`config.mk`:
```
export PLATFORM = sky130hd
export DESIGN_NAME = pattern_rom_arbiter_flat
export DESIGN_NICKNAME = d
export VERILOG_FILES = /design/src/rtl/ppu_pkg.sv /design/src/rtl/pattern_rom_arbiter_if.sv /design/src/rtl/pattern_rom_arbiter_rr_arb2.sv /design/src/rtl/pattern_rom_arbiter.sv /design/src/flat_wrapper.sv
export SDC_FILE = /design/constraint.sdc
export NUM_CORES = 1
export LEC_CHECK = 0
export BUFFER_PORTS_ARGS = -buffer_cell sky130_fd_sc_hd__buf_2
export CAP_MARGIN = 20
export CORE_UTILIZATION = 45
export CTS_CLUSTER_DIAMETER = 40
export DETAILED_ROUTE_END_ITERATION = 8
export GPL_TIMING_DRIVEN = 0
export PLACE_DENSITY_LB_ADDON = 0.3
export SLEW_MARGIN = 10
export SYNTH_ARGS = -nofsm -noshare
export SYNTH_HDL_FRONTEND = slang
export SYNTH_SLANG_ARGS = --single-unit
export TNS_END_PERCENT = 1
```
`constraint.sdc`:
```
create_clock -name clk -period 4 [get_ports clk]
set_input_delay 0 -clock clk [delete_from_list [all_inputs] [get_ports clk]]
set_output_delay 0 -clock clk [all_outputs]
set_load 0.03 [all_outputs]
```
`src/rtl/ppu_pkg.sv`:
```
// Shared pattern-fetch definitions: ROM geometry, arbiter states, requester ids.
package ppu_pkg;

    localparam int PATTERN_ADDR_W = 14;
    localparam int PATTERN_DATA_W = 8;
    localparam int PLANE_OFFSET   = 8;

    typedef enum logic {
        IDLE   = 1'b0,
        SECOND = 1'b1
    } arb_state_e;

    typedef enum logic {
        REQ_BG  = 1'b0,
        REQ_SPR = 1'b1
    } req_id_e;

endpackage

```
`src/rtl/pattern_rom_arbiter_if.sv`:
```
// Pattern ROM bus: two fetcher request/response channels plus the ROM port.
interface pattern_rom_arbiter_if
    import ppu_pkg::*;
#(
    parameter int ADDR_W = ppu_pkg::PATTERN_ADDR_W,
    parameter int DATA_W = ppu_pkg::PATTERN_DATA_W
);
    logic              bg_req;
    logic [ADDR_W-1:0] bg_addr;
    logic              bg_pair;
    logic              bg_gnt;
    logic              bg_rsp_valid;

    logic              spr_req;
    logic [ADDR_W-1:0] spr_addr;
    logic              spr_pair;
    logic              spr_gnt;
    logic              spr_rsp_valid;

    logic              rsp_plane;
    logic [DATA_W-1:0] rsp_data;

    logic [ADDR_W-1:0] rom_addr;
    logic [DATA_W-1:0] rom_q;

    // Arbiter side
    modport slave (
        input  bg_req, bg_addr, bg_pair,
        output bg_gnt, bg_rsp_valid,
        input  spr_req, spr_addr, spr_pair,
        output spr_gnt, spr_rsp_valid,
        output rsp_plane, rsp_data,
        output rom_addr,
        input  rom_q
    );

    // Fetcher / ROM side
    modport master (
        output bg_req, bg_addr, bg_pair,
        input  bg_gnt, bg_rsp_valid,
        output spr_req, spr_addr, spr_pair,
        input  spr_gnt, spr_rsp_valid,
        input  rsp_plane, rsp_data,
        input  rom_addr,
        output rom_q
    );

endinterface

```
`src/rtl/pattern_rom_arbiter_rr_arb2.sv`:
```
// Two-way round-robin picker: a lone request always wins, ties go to ptr.
module rr_arb2
    import ppu_pkg::*;
(
    input  logic [1:0] req,
    input  req_id_e    ptr,
    output logic [1:0] gnt
);

    // One-hot grant; bit 0 = bg, bit 1 = spr
    always_comb begin
        gnt = req;
        if (req == 2'b11)
            gnt = (ptr == REQ_SPR) ? 2'b10 : 2'b01;
    end

endmodule

```
`src/rtl/pattern_rom_arbiter.sv`:
```
// Shares one synchronous pattern ROM between the background and sprite
// fetchers. Single reads take one cycle; paired reads issue addr then
// addr+PLANE_OFFSET on consecutive cycles. Data returns one cycle later.
module pattern_rom_arbiter #(
    parameter int ADDR_W       = ppu_pkg::PATTERN_ADDR_W,
    parameter int DATA_W       = ppu_pkg::PATTERN_DATA_W,
    parameter int PLANE_OFFSET = ppu_pkg::PLANE_OFFSET
) (
    input  logic                  clk,
    input  logic                  rst,
    pattern_rom_arbiter_if.slave  bus
);
    import ppu_pkg::*;

    arb_state_e        st;
    req_id_e           ptr;        // preferred requester on a tie
    req_id_e           lat_id;     // owner of the grant in flight
    logic [ADDR_W-1:0] lat_addr;   // low-plane address of a paired grant
    logic [ADDR_W-1:0] last_addr;  // held on rom_addr while idle
    logic              rsp_vld;
    req_id_e           rsp_id;
    logic              rsp_pl;

    logic [1:0]        req;
    logic [1:0]        gnt;
    req_id_e           gnt_id;
    logic              gnt_pair;
    logic [ADDR_W-1:0] addr_c;
    logic [DATA_W-1:0] rom_q_w;

    // Only arbitrate in IDLE and never while reset is asserted
    assign req = (st == IDLE && !rst) ? {bus.spr_req, bus.bg_req} : 2'b00;

    rr_arb2 u_rr (
        .req (req),
        .ptr (ptr),
        .gnt (gnt)
    );

    assign gnt_id   = gnt[1] ? REQ_SPR : REQ_BG;
    assign gnt_pair = gnt[1] ? bus.spr_pair : bus.bg_pair;

    // ROM address: high plane in SECOND, granted address in IDLE, else hold
    always_comb begin
        addr_c = last_addr;
        if (rst)
            addr_c = '0;
        else if (st == SECOND)
            addr_c = lat_addr + ADDR_W'(PLANE_OFFSET);
        else if (gnt[0])
            addr_c = bus.bg_addr;
        else if (gnt[1])
            addr_c = bus.spr_addr;
    end

    // Arbiter FSM; the pair bit is captured by the transition into SECOND
    always_ff @(posedge clk) begin
        if (rst) begin
            st        <= IDLE;
            ptr       <= REQ_BG;
            lat_id    <= REQ_BG;
            lat_addr  <= '0;
            last_addr <= '0;
            rsp_vld   <= 1'b0;
            rsp_id    <= REQ_BG;
            rsp_pl    <= 1'b0;
        end else begin
            last_addr <= addr_c;
            case (st)
                IDLE: begin
                    if (|gnt) begin
                        lat_id   <= gnt_id;
                        lat_addr <= addr_c;
                        ptr      <= (gnt_id == REQ_BG) ? REQ_SPR : REQ_BG;
                        rsp_vld  <= 1'b1;
                        rsp_id   <= gnt_id;
                        rsp_pl   <= 1'b0;
                        st       <= gnt_pair ? SECOND : IDLE;
                    end else begin
                        rsp_vld  <= 1'b0;
                    end
                end
                SECOND: begin
                    rsp_vld <= 1'b1;
                    rsp_id  <= lat_id;
                    rsp_pl  <= 1'b1;
                    st      <= IDLE;
                end
                default: begin
                    rsp_vld <= 1'b0;
                    st      <= IDLE;
                end
            endcase
        end
    end

    assign rom_q_w           = bus.rom_q;
    assign bus.rom_addr      = addr_c;
    assign bus.bg_gnt        = gnt[0];
    assign bus.spr_gnt       = gnt[1];
    // Reset masks a response already in the pipe
    assign bus.bg_rsp_valid  = !rst && rsp_vld && (rsp_id == REQ_BG);
    assign bus.spr_rsp_valid = !rst && rsp_vld && (rsp_id == REQ_SPR);
    assign bus.rsp_plane     = !rst && rsp_pl;
    assign bus.rsp_data      = rom_q_w;

endmodule

```
`src/flat_wrapper.sv`:
```
// flat-port wrapper written by rule: the top's interface ports become plain ports
module pattern_rom_arbiter_flat import ppu_pkg::*;
#(
    parameter int ADDR_W       = ppu_pkg::PATTERN_ADDR_W,
    parameter int DATA_W       = ppu_pkg::PATTERN_DATA_W,
    parameter int PLANE_OFFSET = ppu_pkg::PLANE_OFFSET
)
  (clk, rst, bus_bg_req, bus_bg_addr, bus_bg_pair, bus_bg_gnt, bus_bg_rsp_valid, bus_spr_req, bus_spr_addr, bus_spr_pair, bus_spr_gnt, bus_spr_rsp_valid, bus_rsp_plane, bus_rsp_data, bus_rom_addr, bus_rom_q);
  pattern_rom_arbiter_if #(.ADDR_W(ADDR_W), .DATA_W(DATA_W)) bus_i ();
  input  logic clk;
  input  logic rst;
  input wire logic [$bits(bus_i.bg_req)-1:0] bus_bg_req;
  input wire logic [$bits(bus_i.bg_addr)-1:0] bus_bg_addr;
  input wire logic [$bits(bus_i.bg_pair)-1:0] bus_bg_pair;
  output wire logic [$bits(bus_i.bg_gnt)-1:0] bus_bg_gnt;
  output wire logic [$bits(bus_i.bg_rsp_valid)-1:0] bus_bg_rsp_valid;
  input wire logic [$bits(bus_i.spr_req)-1:0] bus_spr_req;
  input wire logic [$bits(bus_i.spr_addr)-1:0] bus_spr_addr;
  input wire logic [$bits(bus_i.spr_pair)-1:0] bus_spr_pair;
  output wire logic [$bits(bus_i.spr_gnt)-1:0] bus_spr_gnt;
  output wire logic [$bits(bus_i.spr_rsp_valid)-1:0] bus_spr_rsp_valid;
  output wire logic [$bits(bus_i.rsp_plane)-1:0] bus_rsp_plane;
  output wire logic [$bits(bus_i.rsp_data)-1:0] bus_rsp_data;
  output wire logic [$bits(bus_i.rom_addr)-1:0] bus_rom_addr;
  input wire logic [$bits(bus_i.rom_q)-1:0] bus_rom_q;
  assign bus_i.bg_req = bus_bg_req;
  assign bus_i.bg_addr = bus_bg_addr;
  assign bus_i.bg_pair = bus_bg_pair;
  assign bus_bg_gnt = bus_i.bg_gnt;
  assign bus_bg_rsp_valid = bus_i.bg_rsp_valid;
  assign bus_i.spr_req = bus_spr_req;
  assign bus_i.spr_addr = bus_spr_addr;
  assign bus_i.spr_pair = bus_spr_pair;
  assign bus_spr_gnt = bus_i.spr_gnt;
  assign bus_spr_rsp_valid = bus_i.spr_rsp_valid;
  assign bus_rsp_plane = bus_i.rsp_plane;
  assign bus_rsp_data = bus_i.rsp_data;
  assign bus_rom_addr = bus_i.rom_addr;
  assign bus_i.rom_q = bus_rom_q;
  pattern_rom_arbiter #(.ADDR_W(ADDR_W), .DATA_W(DATA_W), .PLANE_OFFSET(PLANE_OFFSET)) u_core (.clk(clk), .rst(rst), .bus(bus_i));
endmodule
```
; Yosys cells after proc, flatten, opt, wreduce, memory -nomap -nowiden
; Index checks and enable logic that the tools add are counted.
; W data, S select, Z words.
[op_classes]
bitwise_logic = 2
n_addsub = 1
reduce_logical = 8
n_eq_ne = 2
muxes = 19
[op_table]
columns = operator, count
row1 = $mux W14, 4
row2 = $add A14 B4 Y14 const B, 1
row3 = $mux W1, 8
row4 = $pmux W1 S2, 4
row5 = $mux W2, 3
row6 = $logic_and A1 B1 Y1, 5
row7 = $eq A2 B2 Y1 const B, 1
row8 = $ne A2 B2 Y1 const B, 1
row9 = $not A1 Y1, 2
row10 = $reduce_and A2 Y1, 1
row11 = $reduce_or A2 Y1, 1
row12 = $logic_not A1 Y1, 1
[totals]
elab_cells = 40
in_bits = 42
output_inout_bits = 27
register_bits = 34

; Logic depth before layout (Yosys ltp)
[logic_depth]
ltp_word = 9
mapped_depth = 7
depth_no_buf = 5

; Cells and area by module
; A second synthesis with hierarchy kept.
[hier_totals]
hier_cells = 232
hier_area_um2 = 1896.8
[modules_own_cells]
columns = module, cells_per_inst, area_per_inst_um2, instances
row1 = pattern_rom_arbiter, 229, 1878.1, 1
row2 = rr_arb2, 3, 18.8, 1

; Worst setup path after synthesis
; OpenSTA, ideal clock, no wires.
[synth_path]
path_kind = reg2out
start = register u_core.st
end = output port bus_rom_addr[10]
required_ps = 4000
stages_incl_launch_ff = 7
path_buffers = 1
slack_ps = 2189
t_arrival_ps = 1811
path_cell_list = dfxtp_1 -> buf_6 -> nor2_2 -> nand2_2 -> clkinv_2 -> a211oi_2 -> o32ai_1
[synth_rtl]
columns = item, line
row1 = "start, declared", pattern_rom_arbiter.sv:15  ; arb_state_e st;
row2 = "start signal, assigned", pattern_rom_arbiter.sv:78  ; st <= gnt_pair ? SECOND : IDLE;
row3 = $not A1 Y1 *, pattern_rom_arbiter.sv:32  ; assign req = (st == IDLE && !rst) ? {bus.spr_req, bus.bg_req} : 2'b00;
row4 = $logic_and A1 B1 Y1 *, pattern_rom_arbiter.sv:32
row5 = $mux W2 *, pattern_rom_arbiter.sv:32
row6 = $eq A2 B2 Y1, pattern_rom_arbiter_rr_arb2.sv:13  ; if (req == 2'b11)
row7 = $mux W2 *, pattern_rom_arbiter_rr_arb2.sv:13
row8 = net bus_bg_gnt, flat_wrapper.sv:15  ; output wire logic [$bits(bus_i.bg_gnt)-1:0] bus_bg_gnt;
row9 = $mux W14 *, pattern_rom_arbiter.sv:50  ; else if (gnt[0])
row10 = $mux W14 *, pattern_rom_arbiter.sv:48  ; else if (st == SECOND)
row11 = $mux W14 *, pattern_rom_arbiter.sv:46  ; if (rst)
row12 = "end, declared", flat_wrapper.sv:24  ; output wire logic [$bits(bus_i.rom_addr)-1:0] bus_rom_addr;
; Mark *: on every way through the listed nets, which the timed path passes. The rest lies on a longest branch.

; Worst setup path after layout
[layout_path]
start = register u_core.st
end = output port bus_rom_addr[10]
[layout_between]
elab_chain_cells = 9
[layout_lines]
columns = item, line
row1 = $not A1 Y1, pattern_rom_arbiter.sv:32
row2 = $logic_and A1 B1 Y1, pattern_rom_arbiter.sv:32
row3 = $mux W2, pattern_rom_arbiter.sv:32
row4 = $eq A2 B2 Y1, pattern_rom_arbiter_rr_arb2.sv:13
row5 = $mux W2, pattern_rom_arbiter_rr_arb2.sv:13
row6 = $mux W14, pattern_rom_arbiter.sv:52  ; else if (gnt[1])
row7 = $mux W14, pattern_rom_arbiter.sv:50
row8 = $mux W14 *, pattern_rom_arbiter.sv:48
row9 = $mux W14 *, pattern_rom_arbiter.sv:46
; Mark *: on every way between the ends. The rest lies on a longest branch, timed or not.

==> impl_metrics.csv <==
group,metric,value,unit
sta,rsz0062_at_grt,"no",
synth,synthCells,234,
finish,drive_gt1_frac,0.318,
floorplanning,num_io_pins,69,
sta,slew_headroom,0.662,
synth,netlist-cell-type-count,50,
global_routing,antenna_found_initial,0,
power_and_ir_drop,pwr-share-comb,0.298,
sta,slew_violations,0,
synth,yosys_warnings,0,
cts,clock_sinks,34,
synth,netlist_area,2030,µm²
routing,post_drt_wl_per_cell,15.8,µm
sta,worst_clock_skew,0.00386,ns
sta,fmax,507,MHz
worst_setup_path,cp_data_arrival_time,1.97,ns
power_and_ir_drop,seq_power_share,0.435,
status,status,"completed",
floorplanning,fp-row-count,24,
sta,finalSetupTns,0,ns
power_and_ir_drop,finalPower,0.905,mW
floorplanning,die_area,4790,µm²
floorplanning,fp.dieW,69.2,µm
routing,vias_per_cell,5.91,
power_and_ir_drop,swShare,0.339,
worst_setup_path,worstPathRequired,4.00,ns
finish,nets,348,
routing,first_iter_violations,129,
global_routing,overflow,0,
routing,drc,0,
synth,syn_avg_cell_area,8.69,µm²
routing,via_count,2111,
routing,ant_nets,0,
cts,path_clk_slew,0.07,ns
global_routing,grt_max_degree,11,
worst_setup_path,start_kind,"register",
power_and_ir_drop,switchingPower,0.307,mW
sta,setup_violations,0,
power_and_ir_drop,clkPwrFrac,0.267,
floorplanning,core,4350,µm²
global_routing,grt_usage,0.245,
power_and_ir_drop,peakVddDrop,0.236,mV
global_routing,gr-usage-met3,0.0538,
cts,cts_root_buf,"clkbuf_8",
sta,finalCriticalPeriod,1.97,ns
power_and_ir_drop,powerDensity,360,nW/µm²
synth,yosysSeqAreaShare,0.335,
cts,postCtsSetupBuffers,0,
finish,fill_cells,434,
finish,antenna_cells,0,
worst_setup_path,worst-path-max-fanout,10,
placement,dp.final_hpwl,4200,µm
synth,ys_ff_latch,34,
cts,cts_inserted_buffers,5,
cts,clk_latency,0.28,ns
cts,cts_tree,"yes",
global_routing,use_met1,0.343,
finish,area_growth,23.7,%
global_routing,grt_use_met2,0.373,
floorplanning,die_y,69.2,µm
sta,period_share,0.493,
power_and_ir_drop,internal-power,0.598,mW
global_routing,grt.busiest_layer,"met2",
worst_setup_path,crit_type,"reg2out",
placement,gp_congestion,0.923,
synth,syn-num-nets,277,
placement,port_buffers,60,
floorplanning,start_util,0.467,
hold_path,worstHoldPathType,"in2reg",
global_routing,grt_pass1_vias,1996,
sta,hold_viol_final,0,
routing,drt_first_pass_iters,5,
global_routing,grt_pass1_wl,9380,µm
cts,cts_buffer_depth,2,
sta,worst_pin_slew,0.507,ns
run,cap_violations,0,
power_and_ir_drop,p_leak,1.04,nW
routing,wirelength,5640,µm
cts,ctsHtreeMaxLevel,2,
worst_setup_path,endpoint_kind,"primary output",
[flip-flops by register name (all words and copies together), names as in the netlist]
signal and count:
u_core.rsp_vld 1, u_core.st 1, u_core.last_addr 14, u_core.ptr 1, u_core.rsp_pl 1, u_core.lat_addr 14, u_core.rsp_id 1, u_core.lat_id 1
[kinds of logic (layout without fill, tap and decap cells)]
logic type / count (synthesis) / in the layout / synth area share
compound gates: 87 / 87 / 0.321
flops: 34 / 34 / 0.335
buf+inv: 31 / 102 / 0.102
simple gates: 72 / 72 / 0.198
fa+ha+maj: 1 / 1 / 0.00615
xor+xnor: 9 / 9 / 0.0388
[cell usage after synthesis (all sizes together)]
cell type / n / share of area
and3: 4 / 0.012
a41oi: 2 / 0.0086
o32ai: 8 / 0.034
or3: 2 / 0.0062
and4: 3 / 0.013
and3b: 1 / 0.0043
nand2b: 2 / 0.0062
a22oi: 2 / 0.0074
buf: 18 / 0.075
xnor2: 4 / 0.017
o31ai: 6 / 0.022
nand3: 7 / 0.023
inv: 3 / 0.0055
a21oi: 8 / 0.020
a211oi: 17 / 0.070
nor2b: 4 / 0.012
nand2: 10 / 0.021
a21o: 2 / 0.0074
a221oi: 6 / 0.029
nor3b: 1 / 0.0037
clkbuf: 8 / 0.015
a21boi: 3 / 0.017
a21bo: 1 / 0.0049
o31a: 5 / 0.022
or2: 2 / 0.0062
nand3b: 6 / 0.022
nor2: 21 / 0.041
ha: 1 / 0.0062
o221ai: 1 / 0.0043
nand4: 2 / 0.0062
nor3: 7 / 0.020
dfxtp: 34 / 0.33
o21a: 1 / 0.0037
o21ai: 12 / 0.030
clkinv: 2 / 0.0068
a22o: 1 / 0.0043
xor2: 5 / 0.022
o22ai: 12 / 0.037
[per-layer routing]
layer  wire (µm)  vias to the layer above
met2        2610                       95
met4          72                        0
met3         431                       10
met5           0                        -
li1            -                     1024
met1        2530                      982
[stage by stage]
step | worst slack [ns] | std cells | utilization | cell area (µm²) | hold WS (ns)
after global placement | 2.33 | 346 | 0.551 | 2400 | 0.224
final | 2.03 | 357 | 0.578 | 2510 | 0.0130
after CTS | 2.01 | 357 | 0.578 | 2510 | 0.0112
after floorplan | 2.19 | 234 | - | 2030 | 0.120
after global routing | 1.91 | 357 | 0.578 | 2510 | 0.0264
after detailed placement | 2.33 | 346 | 0.551 | 2400 | 0.229
[cells in the final DEF, fill, tap and decap left out, drive strengths merged, types with 3 or more instances in the layout]
cell type,n
a211oi,17
a21boi,3
a21oi,8
a221oi,6
and3,4
and4,3
buf,78
clkbuf,15
dfxtp,34
dlygate4sd3,4
inv,3
nand2,10
nand3,7
nand3b,6
nor2,21
nor2b,4
nor3,7
o21ai,12
o22ai,12
o31a,5
o31ai,6
o32ai,8
xnor2,4
xor2,5
[area by class of cell]
type	count	area (µm²)	share of cell area
multi-input combinational	169	1140	0.455
sequential	34	681	0.271
timing repair buffer	64	340	0.135
buffer	26	183	0.0726
clock buffer	7	76.3	0.0303
tap	52	65.1	0.0259
inverter	5	25.0	0.00995
[worst max-delay path, stage by stage (launching register included)]
cell,delay [ns]
dfxtp_1,0.31
buf_6,0.13
or2_1,0.23
buf_6,0.13
o31a_1,0.24
a211oi_2,0.31
o32ai_1,0.13
buf_2,0.20
[worst paths after layout]
| kind | from | end | slack, ns | depth (start not counted) |
|---|---|---|---|---|
| max reg2reg | u_core.ptr | u_core.st | 2.05 | 7 |
| max | u_core.st | bus_rom_addr[10] | 2.03 | 7 |
| min | bus_spr_addr[8] | u_core.last_addr[8] | 0.01 | 3 |
| min reg2reg | u_core.lat_id | u_core.rsp_id | 0.46 | 2 |
[power groups by stage]
stage	sequential [mW]	clock (mW)	combinational, mW
global route	0.398	0.261	0.294
global placement	0.400	0	0.262
CTS	0.393	0.244	0.269
floorplan	0.395	0	0.192
finish	0.394	0.241	0.270
detailed placement	0.401	0	0.265
[what timing repair did]
item	4_1_cts	5_1_grt
hold buffers	4	0
hold endpoints to repair	3	0
gates resized for setup	0	0
(Power assumes the default switching activity.)
